**src/rtl/cmos_dvp_capture.sv**
```systemverilog
// cmos_dvp_capture: DVP sensor front end. Waits for sensor configuration,
// discards settling frames, pairs bytes into RGB565 pixels with coordinates,
// and reports frame boundaries plus a per-frame geometry check.
module cmos_dvp_capture #(
  parameter int unsigned IMAGE_WIDTH  = 640,
  parameter int unsigned IMAGE_HEIGHT = 480,
  parameter int unsigned SKIP_FRAMES  = 10
) (
  input  logic        Clk,
  input  logic        Rst_n,
  input  logic        Init_Done,
  input  logic        cmos_vsync,
  input  logic        cmos_href,
  input  logic [7:0]  cmos_data,
  output logic        DataValid,
  output logic [15:0] DataPixel,
  output logic [11:0] X_Addr,
  output logic [11:0] Y_Addr,
  output logic        Frame_Start,
  output logic        Frame_Done,
  output logic [15:0] Frame_Cnt,
  output logic        Size_Err
);

  localparam logic [11:0] WIDTH_C     = 12'(IMAGE_WIDTH);
  localparam logic [11:0] HEIGHT_C    = 12'(IMAGE_HEIGHT);
  localparam logic [7:0]  SKIP_LAST_C = 8'(SKIP_FRAMES - 1);
  localparam bit          NO_SKIP_C   = (SKIP_FRAMES == 0);

  typedef enum logic [1:0] {WAIT_INIT, SKIP, CAPTURE} state_e;

  state_e      state_q, state_d;
  logic        vsync_r, vsync_r_d1, href_r, href_r_d1;
  logic [7:0]  data_r;
  logic        vs_rise, vs_fall, href_fall, start_ev, in_frame;
  logic [7:0]  skip_q;
  logic        active_q, pend_q, tog_q;
  logic [7:0]  hi_q;
  logic [11:0] x_q, y_q, x_inc, y_inc;
  logic        odd_q, werr_q, ovf_q;
  logic        valid_q, start_q, done_q, serr_q;
  logic [15:0] pix_q, cnt_q;
  logic [11:0] xa_q, ya_q;

  assign vs_rise   = vsync_r & ~vsync_r_d1;
  assign vs_fall   = ~vsync_r & vsync_r_d1;
  assign href_fall = ~href_r & href_r_d1;
  assign x_inc     = (x_q == 12'hFFF) ? x_q : x_q + 12'd1;
  assign y_inc     = (y_q == 12'hFFF) ? y_q : y_q + 12'd1;
  // With no settling frames the first vs_fall after init starts capture directly.
  assign start_ev  = Init_Done & vs_fall &
                     ((state_q == CAPTURE) | ((state_q == WAIT_INIT) & NO_SKIP_C));
  assign in_frame  = Init_Done & (state_q == CAPTURE) & active_q;

  assign DataValid   = valid_q;
  assign DataPixel   = pix_q;
  assign X_Addr      = xa_q;
  assign Y_Addr      = ya_q;
  assign Frame_Start = start_q;
  assign Frame_Done  = done_q;
  assign Frame_Cnt   = cnt_q;
  assign Size_Err    = serr_q;

  // Register the sensor bus once and keep one-cycle history for edge detects.
  always_ff @(posedge Clk or negedge Rst_n) begin
    if (!Rst_n) begin
      vsync_r    <= 1'b0;
      vsync_r_d1 <= 1'b0;
      href_r     <= 1'b0;
      href_r_d1  <= 1'b0;
      data_r     <= '0;
    end else begin
      vsync_r    <= cmos_vsync;
      vsync_r_d1 <= vsync_r;
      href_r     <= cmos_href;
      href_r_d1  <= href_r;
      data_r     <= cmos_data;
    end
  end

  // State register.
  always_ff @(posedge Clk or negedge Rst_n) begin
    if (!Rst_n) state_q <= WAIT_INIT;
    else        state_q <= state_d;
  end

  // Next-state: init gating and settling-frame skip.
  always_comb begin
    state_d = state_q;
    if (!Init_Done) begin
      state_d = WAIT_INIT;
    end else begin
      case (state_q)
        WAIT_INIT: begin
          if (!NO_SKIP_C)   state_d = SKIP;
          else if (vs_fall) state_d = CAPTURE;
        end
        SKIP:    if (vs_fall && skip_q == SKIP_LAST_C) state_d = CAPTURE;
        CAPTURE: state_d = CAPTURE;
        default: state_d = WAIT_INIT;
      endcase
    end
  end

  // Count settling-frame vs_fall events; cleared outside SKIP or on init loss.
  always_ff @(posedge Clk or negedge Rst_n) begin
    if (!Rst_n)                             skip_q <= '0;
    else if (!Init_Done || state_q != SKIP) skip_q <= '0;
    else if (vs_fall)                       skip_q <= skip_q + 8'd1;
  end

  // Pixel assembly, coordinates, geometry flags and frame pulses.
  always_ff @(posedge Clk or negedge Rst_n) begin
    if (!Rst_n) begin
      active_q <= 1'b0; pend_q <= 1'b0; tog_q <= 1'b0; hi_q <= '0;
      x_q <= '0; y_q <= '0; odd_q <= 1'b0; werr_q <= 1'b0; ovf_q <= 1'b0;
      valid_q <= 1'b0; start_q <= 1'b0; done_q <= 1'b0; serr_q <= 1'b0;
      pix_q <= '0; cnt_q <= '0; xa_q <= '0; ya_q <= '0;
    end else begin
      valid_q <= 1'b0;
      start_q <= 1'b0;
      done_q  <= 1'b0;
      if (!href_r || !in_frame) tog_q <= 1'b0;
      if (!Init_Done) begin
        active_q <= 1'b0;
        pend_q   <= 1'b0;
      end else begin
        if (in_frame) begin
          if (href_r && !vsync_r) begin
            if (!tog_q) begin
              hi_q  <= data_r;
              tog_q <= 1'b1;
            end else begin
              tog_q <= 1'b0;
              x_q   <= x_inc;
              if (x_q < WIDTH_C && y_q < HEIGHT_C) begin
                valid_q <= 1'b1;
                pix_q   <= {hi_q, data_r};
                xa_q    <= x_q;
                ya_q    <= y_q;
              end else begin
                ovf_q <= 1'b1;
              end
            end
          end
          if (href_fall) begin
            if (tog_q) odd_q <= 1'b1;
            if (x_q != 12'd0) begin
              if (x_q != WIDTH_C) werr_q <= 1'b1;
              y_q <= y_inc;
              x_q <= '0;
            end
          end
          // Frame end is deferred one cycle so a pixel or line end landing
          // on the vs_rise cycle is accounted for before the geometry check.
          if (vs_rise) pend_q <= 1'b1;
        end
        if (pend_q) begin
          done_q   <= 1'b1;
          cnt_q    <= cnt_q + 16'd1;
          serr_q   <= (y_q != HEIGHT_C) | odd_q | werr_q | ovf_q;
          active_q <= 1'b0;
          pend_q   <= 1'b0;
        end
        if (start_ev) begin
          start_q  <= 1'b1;
          active_q <= 1'b1;
          tog_q    <= 1'b0;
          x_q      <= '0;
          y_q      <= '0;
          odd_q    <= 1'b0;
          werr_q   <= 1'b0;
          ovf_q    <= 1'b0;
        end
      end
    end
  end

endmodule
```
**config.mk**
```make
export PLATFORM = sky130hd
export DESIGN_NAME = cmos_dvp_capture
export DESIGN_NICKNAME = d
export VERILOG_FILES = /design/src/rtl/cmos_dvp_capture.sv
export SDC_FILE = /design/constraint.sdc
export NUM_CORES = 1
export LEC_CHECK = 0
export ABC_AREA = 1
export CORE_MARGIN = 1.5
export CORE_UTILIZATION = 45
export CTS_BUF_LIST = sky130_fd_sc_hd__clkbuf_4
export CTS_CLUSTER_SIZE = 30
export DETAILED_ROUTE_END_ITERATION = 8
export PLACE_DENSITY = 0.67
export SYNTH_ARGS = -nofsm -noshare
export SYNTH_HDL_FRONTEND = slang
export SYNTH_SLANG_ARGS = --single-unit
```
**constraint.sdc**
```tcl
create_clock -name Clk -period 4.1 [get_ports Clk]
set_input_delay 0.82 -clock Clk [delete_from_list [all_inputs] [get_ports Clk]]
set_output_delay 0.82 -clock Clk [all_outputs]
set_load 0.02 [all_outputs]
```
# [After elaboration in Yosys (flattened, before gate mapping)]
# Index checks and enable logic that the tools add are counted.
[op_classes] n_eq_ne=12 n_lt_le_gt_ge=2 shift=0 n_div=0 mux=53 bitwise_logic=14 reduce_logical=26 mul=0 add_sub_neg=4
[op_table] cell="two-way mux 12 bit" n=12
[op_table] cell="two-way mux 1 bit" n=36
[op_table] cell="adder 12 x 1 -> 12 bit, second input constant" n=2
[op_table] cell="== test 12 bit, second input constant" n=2
[op_table] cell="AND reduction 5 bit" n=4
[op_table] cell="adder 16 x 1 -> 16 bit, second input constant" n=1
[op_table] cell="two-way mux 8 bit" n=2
[op_table] cell="nonzero test 2 bit" n=7
[op_table] cell="less-than comparator 12 x 10 -> 1 bit, second input constant" n=1
[op_table] cell="less-than comparator 12 x 9 -> 1 bit, second input constant" n=1
[op_table] cell="!= test 12 x 10 -> 1 bit, second input constant" n=1
[op_table] cell="!= test 12 x 9 -> 1 bit, second input constant" n=1
[op_table] cell="nonzero test 12 bit" n=1
[op_table] cell="adder 8 x 1 -> 8 bit, second input constant" n=1
[op_table] cell="== test 8 x 4 -> 1 bit, second input constant" n=1
[op_table] cell="AND reduction 4 bit" n=2
[op_table] cell="AND 1 bit" n=7
[op_table] cell="one-hot mux 2 bit (3 select lines)" n=1
[op_table] cell="logical NOT 1 bit" n=4
[op_table] cell="two-way mux 2 bit" n=2
[op_table] cell="!= test 2 bit, second input constant" n=2
[op_table] cell="NOT 1 bit" n=4
[op_table] cell="AND reduction 2 bit" n=2
[op_table] cell="logical AND 1 bit" n=3
[op_table] cell="8 further kinds" n=11
[word_totals] n_memories=0 register_bits=120 romBits=0 mem_bits_rw=0 latchBits=0 elab_cells=135 out_inout_bits=60

# [Logic depth before layout (Yosys ltp)]
[depth] ltp_word=10 depth_mapped=12 mapped_depth_nobuf=11

# [Least setup slack after synthesis]
# OpenSTA, ideal clock, no wires.
[synth_path] path_kind="input to register" from="input Init_Done" to="register y_q[5]" cell_stages=10 setup_ns=0.121 path_slack_ns=2.159 required_ns=3.979 arrival_time_ns=1.820 path_cell_list="buf_4 -> nand2_2 -> nor2_4 -> inv_2 -> buf_6 -> nand3_2 -> nand3_2 -> buf_2 -> nand2_1 -> o21ai_1"
[synth_via] elab_chain_cells=4
[synth_rtl] item="from (decl)" line="11" text="input logic Init_Done,"
[synth_rtl] item="AND 1 bit (on tied branches) (2 in series)" line="51, 53"
[synth_rtl] item="!= test 2 bit (no source line) / nonzero test 2 bit (equally long branches)"
[synth_rtl] item="AND reduction 5 bit (no source line)"
[synth_rtl] item="to (signal assigned)" line="150" text="y_q <= y_inc;"
[synth_rtl] item="to (decl)" line="39" text="logic [11:0] x_q, y_q, x_inc, y_inc;"
# Parallel ways exist; a longest one is shown, timed or not.
# A chain may end at the register's enable or synchronous reset.

# [Worst setup path after layout]
[layout_path] from="input Init_Done" to="register y_q[2]"
# The elaborated chain is that of the path after synthesis.

==> results.sh <==
export IMPL_status="finished, final reports clean"
export IMPL_hpwlAfterDp_um=8480
export IMPL_synth_cell_types=32
export IMPL_fin_crit_ps=2450
export IMPL_p_per_area_nw_per_um2=379
export IMPL_syn_nets=717
export IMPL_synth_avg_cell_area_sq_um=8.30
export IMPL_setup_ws_ps=1650
export IMPL_cts_tree="yes"
export IMPL_drive_above_1_share_pct=8.23
export IMPL_numCtsBuffers=17
export IMPL_drt_initial_drc_count=237
export IMPL_path_class="in -> reg"
export IMPL_tns_ps=0
export IMPL_clk_pin_slew_ps=100
export IMPL_antenna_found_initial=0
export IMPL_crit_path_max_fanout=24
export IMPL_tightest_slew_ps=776
export IMPL_fp_dieW_um=116
export IMPL_ant_nets=0
export IMPL_vias_per_cell=4.97
export IMPL_worstPathArrival_ps=2860
export IMPL_worstSkewPairLatency_ps=530
export IMPL_area_growth_pct=19.7
export IMPL_total_power_mw=2.61
export IMPL_cts_hold_buffers_added=0
export IMPL_coreArea_sq_um=12600
export IMPL_ys_ff_latch=120
export IMPL_min_path_type="in -> async"
export IMPL_grt_max_degree=70
export IMPL_finalHoldViolCount=0
export IMPL_clock_sinks=120
export IMPL_grt_setup_unrepaired="no"
export IMPL_syn_area_sq_um=5760
export IMPL_antennaDiodeCount=0
export IMPL_synth_seq_area_share_pct=52.2
export IMPL_rows=41
export IMPL_required_ps=4510
export IMPL_grtUsageTotal_pct=19.8
export IMPL_drc=0
export IMPL_r2r_slack_ps=1710
export IMPL_cap_violations=0
export IMPL_setup_violations=0
export IMPL_cts_resized=0
export IMPL_finClkSkew_ps=11.8
export IMPL_gp_congestion=0.940
export IMPL_ir_worst_vdd_v=0.000211
export IMPL_ios=73
export IMPL_ctsRootBufferMaster="clkbuf_4"
export IMPL_post_cts_buffers=0
export IMPL_port_buffers=72
export IMPL_reg2reg_from="tog_q$_DFF_PN0_"
export IMPL_fin_crit_sh_pct=59.8
export IMPL_num_fill_cells=1149
export IMPL_layout_nets=790
export IMPL_globalRoute_totalOverflow=0
export IMPL_maxSlewViolCount=0
export IMPL_yosysWarnings=0
export IMPL_reg2regPathDepth=7
export IMPL_first_global_vias=4545
export IMPL_p_leak_nw=3.38
export IMPL_routed_wirelength_um=12200
export IMPL_slew_headroom_pct=48.1
export IMPL_start_util_pct=45.8
export IMPL_cts_max_level=4
export IMPL_syn_inst=694
export IMPL_dieHeight_um=116
export IMPL_cp_end_kind="register"
export IMPL_cts_buffer_depth=2
export IMPL_fmax_mhz=408
export IMPL_pre_cts_ws_ps=1120
export IMPL_wl_per_cell_um=12.8
export IMPL_dr_pass1_iters=4
export IMPL_grt_pass1_wl_um=20900
export IMPL_worst_setup_path_start_kind="input port"
export IMPL_vias=4724
export IMPL_dieArea_sq_um=13500
export IMPL_worstReg2RegEnd="DataPixel[14]$_DFFE_PN0P_"
[cells in the mapped netlist, drive strengths merged]
master | number | area share (%)
a2111oi | 1 | 0.15
nand4 | 14 | 1.5
o21ai | 30 | 2.6
ha | 10 | 2.2
o21bai | 2 | 0.26
clkbuf | 3 | 0.20
nor3b | 2 | 0.26
nor4 | 1 | 0.11
nand3 | 88 | 8.0
dfrtp | 120 | 52
a21oi | 11 | 1.0
mux2 | 8 | 1.6
xor2 | 10 | 1.5
or2 | 1 | 0.11
inv | 73 | 4.8
nor2 | 53 | 3.6
xnor2 | 4 | 0.61
nor3 | 20 | 2.2
buf | 18 | 2.2
nand2 | 222 | 15
nand3b | 3 | 0.39
[area by class of cell]
class                           instances  area (sq um)  share of cell area (%)
Inverter                               73           274                    3.98
Timing Repair Buffer                   75           753                    10.9
Clock inverter                         11           156                    2.27
Tap cell                              172           215                    3.12
Clock buffer                           19           143                    2.07
Sequential cell                       120          3000                    43.6
Multi-Input combinational cell        480          2340                    34.0
[worst max-delay path, stage by stage]
cell and delay [ps]:
clkdlybuf4s50_1 650, nand2_2 110, nor2_4 220, inv_2 190, o21ai_1 210, nand3_2 420
nand2_1 170, o21ai_1 70
[report_power, final]
group	switching, mW	internal, mW	leakage [nW]
combinational	0.222	0.131	1.62
clock	0.426	0.482	0.157
sequential	0.0964	1.26	1.61
[layout by cell type, fill, tap and decap left out, types with 8 or more instances in the layout]
master	instances
a21oi_1	10
nor2_1	51
nor3_1	16
inv_2	11
nand2_1	219
o21ai_1	15
nand3_1	84
dfrtp_1	120
clkdlybuf4s50_1	71
o21ai_0	15
ha_1	10
clkbuf_4	19
nand4_1	14
xor2_1	10
mux2_2	8
inv_1	62
[cell families after synthesis]
family | count (synthesis) | synth area share, %
xor gates and xnor gates | 14 | 2.13
muxes | 8 | 1.56
DFF | 120 | 52.2
adders and majority gates | 10 | 2.17
AOI/OAI and AO/OA | 44 | 4.04
buffers and inverters | 94 | 7.11
and+or+nand+nor | 404 | 30.8
[per-layer routing]
layer	GRT usage, %	part of all wire, %
met1	25.2	46
met5	0	0
met4	6.26	0.89
met3	5.66	3.8
met2	32.8	49
[per-stage QoR]
stage	util, %	instances	instance area (sq um)	hold slack (ps)
finish	54.8	950	6890	307
global route	54.8	950	6890	304
CTS	54.8	950	6890	294
detailed placement	52.4	920	6590	414
global placement	52.4	920	6590	410
floorplan	-	694	5760	395
[sequential cells by signal, summed over array words and instances, names as in the netlist, 2 cells and up]
name / flops
Y_Addr: 12
hi_q: 8
state_q: 2
y_q: 12
data_r: 8
X_Addr: 12
DataPixel: 16
Frame_Cnt: 16
x_q: 12
skip_q: 8
[worst max-delay path by stage]
stage / to / startpoint / depth (start not counted)
5_1_grt: DataPixel[11]$_DFFE_PN0P_ / tog_q$_DFF_PN0_ / 7
3_3_place_gp: y_q[10]$_DFFE_PN0P_ / Init_Done / 8
2_1_floorplan: y_q[5]$_DFFE_PN0P_ / Init_Done / 10
6_report: y_q[2]$_DFFE_PN0P_ / Init_Done / 8
4_1_cts: Frame_Cnt[3] / Frame_Cnt[3]$_DFFE_PN0P_ / 1
3_5_place_dp: y_q[2]$_DFFE_PN0P_ / Init_Done / 8
No activity file was read; power rests on OpenSTA's default activity.
